`src/rtl/disp_arb_pkg.sv`:
```
// Shared types and constants for the display arbiter.
package disp_arb_pkg;

  localparam int DIGITS  = 6;
  localparam int SEG_W   = 7;
  localparam int FRAME_W = DIGITS * SEG_W;
  localparam int LED_W   = 6;

  localparam logic [FRAME_W-1:0] SEG_BLANK = '0;
  localparam logic [LED_W-1:0]   LED_ALL   = 6'h3F;

  typedef enum logic [1:0] {
    GR_CLOCK  = 2'd0,
    GR_CAL    = 2'd1,
    GR_STATUS = 2'd2,
    GR_ALARM  = 2'd3
  } grant_t;

  // Width of a counter that has to hold values 0 .. n-1 (at least one bit).
  function automatic int cnt_w(input int unsigned n);
    return (n > 1) ? $clog2(n) : 1;
  endfunction

endpackage

```
`src/rtl/brightness_pwm.sv`:
```
// Free-running 3-bit brightness PWM; on is high for (level+1) of every 8 cycles.
module brightness_pwm (
  input  logic       CLK,
  input  logic       reset,
  input  logic [2:0] level,
  output logic       on
);

  logic [2:0] pwm_cnt;

  // Counter wraps naturally every 8 cycles.
  always_ff @(posedge CLK) begin
    if (reset) pwm_cnt <= '0;
    else       pwm_cnt <= pwm_cnt + 3'd1;
  end

  assign on = (pwm_cnt <= level);

endmodule

```
`src/rtl/display_arbiter.sv`:
```
// Display ownership scheduler: picks CLOCK / CAL / STATUS / ALARM, applies
// brightness gating and registers the selected frame onto the display pins.
// Optional build macro DISP_ARB_BLINK_EN: blinks the alarm frame and LEDs.
//
//   state     | meaning
//   ----------+-----------------------------------------------------------
//   GR_CLOCK  | time display; switches to CAL on req_cal once dwell expires
//   GR_CAL    | date display; switches to CLOCK on !req_cal once dwell expires
//   GR_STATUS | overlay; held for HOLD_CYCLES after the last ovl_pulse
//   GR_ALARM  | alarm frame; left on alm_ack or alm_req falling
module display_arbiter
  import disp_arb_pkg::*;
#(
  parameter int unsigned HOLD_CYCLES = 50_000_000,
  parameter int unsigned MIN_DWELL   = 1_000_000,
  parameter int unsigned BLINK_HALF  = 25_000_000
) (
  input  logic               CLK,
  input  logic               reset,
  input  logic [FRAME_W-1:0] seg_clk,
  input  logic [FRAME_W-1:0] seg_cal,
  input  logic [FRAME_W-1:0] seg_stat,
  input  logic [FRAME_W-1:0] seg_alm,
  input  logic [LED_W-1:0]   led_cal,
  input  logic               req_cal,
  input  logic               ovl_pulse,
  input  logic               alm_req,
  input  logic               alm_ack,
  input  logic [2:0]         level,
  output logic [FRAME_W-1:0] seg_out,
  output logic [LED_W-1:0]   led_out,
  output logic [1:0]         grant,
  output logic               alm_active
);

  localparam int HOLD_W  = cnt_w(HOLD_CYCLES);
  localparam int DWELL_W = cnt_w(MIN_DWELL);
  localparam logic [HOLD_W-1:0]  HOLD_LOAD  = HOLD_W'(HOLD_CYCLES - 1);
  localparam logic [DWELL_W-1:0] DWELL_LOAD = DWELL_W'(MIN_DWELL - 1);

  grant_t              grant_q;
  grant_t              grant_d;
  grant_t              home;
  logic                preempt;
  logic                hold_load;
  logic                dwell_zero;
  logic [HOLD_W-1:0]   hold_cnt;
  logic [DWELL_W-1:0]  dwell_cnt;
  logic                alm_mask;
  logic                pwm_on;
  logic                blink_off;
  logic [FRAME_W-1:0]  frame_mux;
  logic [LED_W-1:0]    led_mux;

  assign dwell_zero = (dwell_cnt == '0);

  // Next-state selection: alarm preempts, overlay next, then home/dwell rules.
  always_comb begin
    grant_d   = grant_q;
    home      = req_cal ? GR_CAL : GR_CLOCK;
    preempt   = alm_req && !alm_mask;
    hold_load = 1'b0;
    case (grant_q)
      GR_CLOCK: begin
        if (preempt)                     grant_d = GR_ALARM;
        else if (ovl_pulse)              grant_d = GR_STATUS;
        else if (req_cal && dwell_zero)  grant_d = GR_CAL;
      end
      GR_CAL: begin
        if (preempt)                     grant_d = GR_ALARM;
        else if (ovl_pulse)              grant_d = GR_STATUS;
        else if (!req_cal && dwell_zero) grant_d = GR_CLOCK;
      end
      GR_STATUS: begin
        if (preempt)                     grant_d = GR_ALARM;
        else if (ovl_pulse)              grant_d = GR_STATUS;
        else if (hold_cnt == '0)         grant_d = home;
      end
      GR_ALARM: begin
        // An ovl_pulse here is deliberately ignored and not remembered.
        if (alm_ack || !alm_req)         grant_d = home;
      end
      default:                           grant_d = GR_CLOCK;
    endcase
    hold_load = ovl_pulse && !preempt && (grant_q != GR_ALARM);
  end

  // State register.
  always_ff @(posedge CLK) begin
    if (reset) grant_q <= GR_CLOCK;
    else       grant_q <= grant_d;
  end

  // Overlay hold timer: reloaded by each accepted pulse, counts down in STATUS.
  always_ff @(posedge CLK) begin
    if (reset)                                      hold_cnt <= '0;
    else if (hold_load)                             hold_cnt <= HOLD_LOAD;
    else if (grant_q == GR_STATUS && hold_cnt != '0) hold_cnt <= hold_cnt - HOLD_W'(1);
  end

  // Dwell timer: reloaded on every state change, saturates at zero.
  always_ff @(posedge CLK) begin
    if (reset)                   dwell_cnt <= '0;
    else if (grant_d != grant_q) dwell_cnt <= DWELL_LOAD;
    else if (!dwell_zero)        dwell_cnt <= dwell_cnt - DWELL_W'(1);
  end

  // Alarm mask: set by a dismiss, cleared as soon as the alarm request drops.
  always_ff @(posedge CLK) begin
    if (reset)                                alm_mask <= 1'b0;
    else if (!alm_req)                        alm_mask <= 1'b0;
    else if (grant_q == GR_ALARM && alm_ack)  alm_mask <= 1'b1;
  end

`ifdef DISP_ARB_BLINK_EN
  localparam int BLINK_W = cnt_w(BLINK_HALF);
  localparam logic [BLINK_W-1:0] BLINK_TC = BLINK_W'(BLINK_HALF - 1);

  logic [BLINK_W-1:0] blink_cnt;
  logic               blink_phase;

  // Blink timer restarts visible on ALARM entry, toggles every BLINK_HALF cycles.
  always_ff @(posedge CLK) begin
    if (reset) begin
      blink_cnt   <= '0;
      blink_phase <= 1'b0;
    end else if (grant_d == GR_ALARM && grant_q != GR_ALARM) begin
      blink_cnt   <= '0;
      blink_phase <= 1'b0;
    end else if (grant_q == GR_ALARM) begin
      if (blink_cnt == BLINK_TC) begin
        blink_cnt   <= '0;
        blink_phase <= ~blink_phase;
      end else begin
        blink_cnt <= blink_cnt + BLINK_W'(1);
      end
    end
  end

  assign blink_off = blink_phase && (grant_q == GR_ALARM);
`else
  assign blink_off = 1'b0;
`endif

  brightness_pwm u_pwm (
    .CLK   (CLK),
    .reset (reset),
    .level (level),
    .on    (pwm_on)
  );

  // Frame source for the current owner, gated by brightness and blink.
  always_comb begin
    frame_mux = seg_clk;
    led_mux   = led_cal;
    case (grant_q)
      GR_CLOCK:  begin frame_mux = seg_clk;  led_mux = led_cal; end
      GR_CAL:    begin frame_mux = seg_cal;  led_mux = led_cal; end
      GR_STATUS: begin frame_mux = seg_stat; led_mux = '0;      end
      GR_ALARM:  begin frame_mux = seg_alm;  led_mux = LED_ALL; end
      default:   begin frame_mux = SEG_BLANK; led_mux = '0;     end
    endcase
    if (!pwm_on || blink_off) begin
      frame_mux = SEG_BLANK;
      led_mux   = '0;
    end
  end

  // Output register driving the display pins.
  always_ff @(posedge CLK) begin
    if (reset) begin
      seg_out <= SEG_BLANK;
      led_out <= '0;
    end else begin
      seg_out <= frame_mux;
      led_out <= led_mux;
    end
  end

  assign grant      = grant_q;
  assign alm_active = (grant_q == GR_ALARM);

endmodule

```
`config.mk`:
```
export PLATFORM = sky130hd
export DESIGN_NAME = display_arbiter
export DESIGN_NICKNAME = d
export VERILOG_FILES = /design/src/rtl/disp_arb_pkg.sv /design/src/rtl/brightness_pwm.sv /design/src/rtl/display_arbiter.sv
export SDC_FILE = /design/constraint.sdc
export NUM_CORES = 1
export LEC_CHECK = 0
export ABC_AREA = 1
export ABC_CLOCK_PERIOD_IN_PS = 3400
export CORE_ASPECT_RATIO = 1.4
export CORE_MARGIN = 5
export CORE_UTILIZATION = 46
export CTS_CLUSTER_DIAMETER = 150
export DETAILED_ROUTE_END_ITERATION = 10
export GPL_TIMING_DRIVEN = 0
export PLACE_DENSITY = 0.86
export SYNTH_ARGS = -nofsm -noshare
export SYNTH_HDL_FRONTEND = slang
export SYNTH_SLANG_ARGS = --single-unit
```
`constraint.sdc`:
```
create_clock -name CLK -period 3.4 [get_ports CLK]
set_clock_uncertainty 0.2 [all_clocks]
set_input_delay 0.68 -clock CLK [delete_from_list [all_inputs] [get_ports CLK]]
set_output_delay 0.68 -clock CLK [all_outputs]
set_load 0.02 [all_outputs]
```
==> results.toml <==
[timing]
worst_slack_ns = 0.3231
max_slew_margin_pct = 56.50
min_period_ns = 3.077
fin_crit_sh_pct = 90.50
rsz0062_at_grt = "no"
fmax_mhz = 325.0
setup_viol = 0
maxSlewViolCount = 0
setup_tns_ns = 0
worst_pin_slew_ns = 0.6525
hold_viol_final = 0

[flow_run]
max_cap_viol_count = 0

[clocking]
clkSinkCount = 100
clock_path_buffers = 2
clk_latency_ns = 0.35
cts_tree = "yes"
holdBufCountCts = 0
root_buffer = "clkbuf_16"
clk_pin_slew_worst_paths_ns = 0.07
h-tree-depth = 3
cts_setup_buffers = 0
cts_made_buffers = 9

[power_and_ir_drop]
power_density_nw_per_um2 = 447.0
leakage_nw = 3.236
power_mw = 3.573
ir_drop_mv = 0.2623

[placement]
place_worst_setup_slack_ns = 0.1105
gp_congestion = 0.9523
place_hpwl_um = 16740
portBuffers = 233

[finish]
final_layout_size_suffix_gt1_share_pct = 5.416
finalNetCount = 1182
insertedDiodeCount = 0
final_cell_mix = "nand2_1 (233), clkdlybuf4s50_1 (233), dfxtp_1 (100)"
seq_area_um2 = 2002
fill_cells = 941
syn_to_final_growth_pct = 53.51
multi_input_area_um2 = 2790

[detailed_routing]
drc = 0
drtIter0Drc = 340
ant_nets = 0
routed_wirelength_um = 20210
via_per_inst = 5.227
first_pass_iters = 5
vias = 5964
wl_per_cell_um = 17.72

[synth]
synth_cell_types = 36
syn_area_um2 = 5207
ys.warnings.count = 0
syn_area_per_cell_um2 = 6.953
ys_ff_latch = 100
syn_nets = 939
ys_seq_area_share_pct = 38.44
syn-instance-count = 749

[grt]
globalRouteOverflowTotal = 0
antenna_found_initial = 0
grt_usage_pct = 28.99
grt_max_degree = 18
first_global_vias = 5742
grt_first_pass_wirelength_um = 29760

[critical_path]
worstPathMaxFanout = 19
start_kind = "register"
required_ns = 2.52
cpMaxStageDelayCell = "clkdlybuf4s50_1"
crit_type = "register to output port"
crit_path_end_kind = "output port"
crit_chain = "buf_2 > nand2_1 > inv_2 > buf_2 > clkdlybuf4s50_1"
crit_top_cell = "buf_2"
crit_path_max_incr_delay_ns = 0.68
worst_ep_arrival_time_ns = 2.20

[status]
outcome = "completed"

[die]
die-area_um2 = 13580
core-area_um2 = 11220
die_x_um = 99.93
start_util_pct = 46.40
ios = 234
die_y_um = 135.9
std_cell_rows = 46

[worst_hold_path]
hold_class = "register to register"
[layout make-up]
cell class	count	share of cell area, %
Inverter	71	3.334
Clock inverter	6	0.6104
Sequential cell	100	25.04
Timing Repair Buffer	233	29.18
Clock buffer	10	2.864
Tap cell	144	2.254
Multi-Input combinational cell	547	34.90
Buffer	30	1.816
[per-stage QoR]
| stage | cells | utilization (%) | instance area [µm²] | hold WS, ns |
|---|---|---|---|---|
| finish | 1141 | 71.23 | 7994 | 0.2468 |
| global route | 1141 | 71.23 | 7994 | 0.2861 |
| CTS | 1142 | 71.26 | 7998 | 0.2493 |
| detailed placement | 1126 | 68.78 | 7720 | 0.2301 |
| global placement | 1126 | 68.78 | 7720 | 0.2224 |
| floorplan | 749 | - | 5207 | 0.2019 |
[report_power, final]
group | switching, mW | leakage, nW | internal (mW)
registers | 0.0759 | 0.826 | 1.30
clock network | 0.474 | 0.125 | 0.502
logic | 0.671 | 2.29 | 0.550
total | 1.22 | 3.24 | 2.35
[sequential cells by signal, indices dropped and copies added (netlist names)]
| name | count |
|---|---|
| hold_cnt | 26 |
| led_out | 6 |
| seg_out | 42 |
| grant | 2 |
| u_pwm.pwm_cnt | 3 |
| alm_mask | 1 |
| dwell_cnt | 20 |
[critical path: cells and delay by family, from the launching register on]
family / cells / cell delay (ns)
buffers and inverters: 4 / 1.41
DFF: 1 / 0.37
and+or+nand+nor: 1 / 0.08
[Yosys cell counts]
library cell  number  area, µm²
ha_1               7      87.58
nor2_2             3      18.77
buf_1              4      15.01
o21ai_4            1      16.27
inv_1             66      247.7
inv_2              4      15.01
a221oi_1           7      61.31
nor3b_1            2      15.01
nand2_2            1      6.260
a311oi_1           2      17.52
dfxtp_1          100       2002
nand3_2           13      130.1
a22oi_1            1      7.510
buf_2              8      40.04
or2_2              5      31.28
buf_6              3      33.78
a31oi_1            3      18.77
nor2_1            95      356.6
nor2_4             1      11.26
nand3_1           29      145.1
xor2_1            15      131.4
clkbuf_1          16      60.06
nor4_1             4      25.02
a41oi_1           35      306.5
nand4_1            9      56.30
xnor2_1            5      43.79
a22o_1             7      61.31
clkinv_1           1      3.750
o21ai_1            2      10.01
nand3b_1           6      45.04
nand2_1          233      874.6
nor3_1            19      95.09
a211oi_1           1      7.510
o21a_1             2      15.01
a21oi_1           22      110.1
o21ai_0           17      85.08
[timing repair]
| item | 4_1_cts | 5_1_grt |
|---|---|---|
| gates resized for setup | 0 | 0 |
| endpoints found under the hold margin | 0 | 0 |
| setup endpoints to repair | 0 | 1 |
[kinds of logic (layout without fill, tap and decap cells)]
family | Yosys count | in the layout | share of synthesized area (%)
flip-flops | 100 | 100 | 38.44
buffers and inverters | 102 | 350 | 7.977
XOR/XNOR | 20 | 20 | 3.364
adder cells (fa/ha/maj) | 7 | 7 | 1.682
AND/OR/NAND/NOR | 420 | 420 | 34.77
AO/OA/AOI/OAI | 100 | 100 | 13.77
[worst paths after layout]
check / endpoint / slack, ns / depth (start not counted) / startpoint
setup reg to reg: seg_out[37] / 0.94 / 8 / u_pwm.pwm_cnt[2]
hold / removal: u_pwm.pwm_cnt[0] / 0.25 / 1 / u_pwm.pwm_cnt[0]
hold reg to reg: u_pwm.pwm_cnt[0] / 0.25 / 1 / u_pwm.pwm_cnt[0]
setup / recovery: alm_active / 0.32 / 5 / grant[0]
[layer usage]
metal | share of wire (%) | routed length, µm | global-route usage [%]
met5 | 0 | 0 | 0
met4 | 3.5 | 713 | 11.85
met3 | 10 | 2061 | 9.856
met2 | 50 | 10050 | 50.74
met1 | 37 | 7390 | 31.78
No activity file was read; power rests on OpenSTA's default activity.
==> edit: new RTL, same flow settings <==
The package constant `LED_W` goes from 6 to 8.
--- a/src/rtl/disp_arb_pkg.sv
+++ b/src/rtl/disp_arb_pkg.sv
@@ -4,7 +4,7 @@
   localparam int DIGITS  = 6;
   localparam int SEG_W   = 7;
   localparam int FRAME_W = DIGITS * SEG_W;
-  localparam int LED_W   = 6;
+  localparam int LED_W   = 8;
 
   localparam logic [FRAME_W-1:0] SEG_BLANK = '0;
   localparam logic [LED_W-1:0]   LED_ALL   = 6'h3F;
Ports: changed (resized led_cal and led_out); port bits go from 234 to 238. The function was not compared with the original's and may differ.
==> edit against the unedited design <==
  * Sequential cell count is 2 higher
  * Wire length is 2.6% lower
  * Total power is 6.1% higher
  * Area after synthesis is 1.6% higher
  * Cell area is 2.0% higher
  * Die area is 1.5% higher
  * Worst setup slack worse by 0.15 ns
  * Clock power is 12% higher
  * Largest power group unchanged
==> edit: results (changes against the unedited design) <==
stage,metric,value,unit,change
final_layout,area_share_clock_buf_inv,3.836,%,was 3.475%
power,p_int,2.546,mW,was 2.352 mW
final_layout,drive_above_1_share,6.780,%,was 5.416%
final_layout,nMultiInputCombCells,539,,was 547
power,powerComb,1.30,mW,was 1.22 mW
placed_design,placed_area,7845,µm²,was 7720 µm²
logic_synthesis,syn_avg_cell_area,7.047,µm²,was 6.953 µm²
final_layout,inverters,78,,was 71
power,p_leak,3.329,nW,was 3.236 nW
final_layout,multiInputGateArea,2814,µm²,was 2790 µm²
power,peakVddDrop,0.0002840,V,was 0.0002623 V
final_layout,clock_buffers,14,,was 10
final_layout,regArea,2042,µm²,was 2002 µm²
critical_path,r2r-start,hold_cnt[0],,was u_pwm.pwm_cnt[2]
sta,worst_slew_pin_slew,0.6954,ns,was 0.6525 ns
drt,dr_total_vias,5950,,"was 5,964"
final_layout,fin_nets,1190,,"was 1,182"
run_status,status,completed,,unchanged
global_routing,groute.usage.overall,27.23,%,was 28.99%
global_routing,grt_max_degree,20,,was 18
critical_path,reg2reg_to,hold_cnt[6],,was seg_out[37]
critical_path,r2r_cells,12,,was 8
global_routing,grt_pass1_wl,28910,µm,"was 29,760 µm"
power,pwr-share-clk,28.6,%,was 27.3%
placed_design,gp_congestion,0.9561,,was 0.9523
placed_design,place_ws,0.2703,ns,was 0.1105 ns
power,power_switching_share,32.85,%,was 34.16%
final_layout,buf_share,30.81,%,was 30.99%
drt,drt_wl_total,19690,µm,"was 20,210 µm"
logic_synthesis,synth-seq-area-share,38.58,%,was 38.44%
final_layout,buffers,268,,was 263
drt,first_pass_iters,7,,was 5
critical_path,r2r_slack,0.89,ns,was 0.94 ns
drt,wire_per_inst,17.17,µm,was 17.72 µm
-- edit: kinds of logic (layout without fill, tap and decap cells) --
logic type	after synthesis	in the layout	synth area share (%)
AOI/OAI and AO/OA	100	100	13.52
xor gates and xnor gates	24	24	3.972
adders and majority gates	7	7	1.655
buffers and inverters	110	362	8.251
DFF	102	102	38.58
and+or+nand+nor	408	408	34.02
-- edit: routing by layer --
layer | part of all wire [%] | vias up | track usage, %
li1 | - | 2944 | -
met1 | 37 | 2659 | 29.70
met2 | 50 | 291 | 48.17
met3 | 9.2 | 56 | 7.853
met4 | 3.8 | 0 | 12.36
met5 | 0 | - | 0
-- edit: worst max path at each step --
stage | from | end | slack [ns] | cells after the start
2_1_floorplan | grant[0] | alm_active | 1.10 | 4
3_3_place_gp | grant[0] | alm_active | 0.28 | 5
3_5_place_dp | grant[0] | alm_active | 0.27 | 5
4_1_cts | grant[0] | alm_active | 0.19 | 4
5_1_grt | grant[0] | alm_active | 0.07 | 4
6_report | grant[0] | alm_active | 0.17 | 4
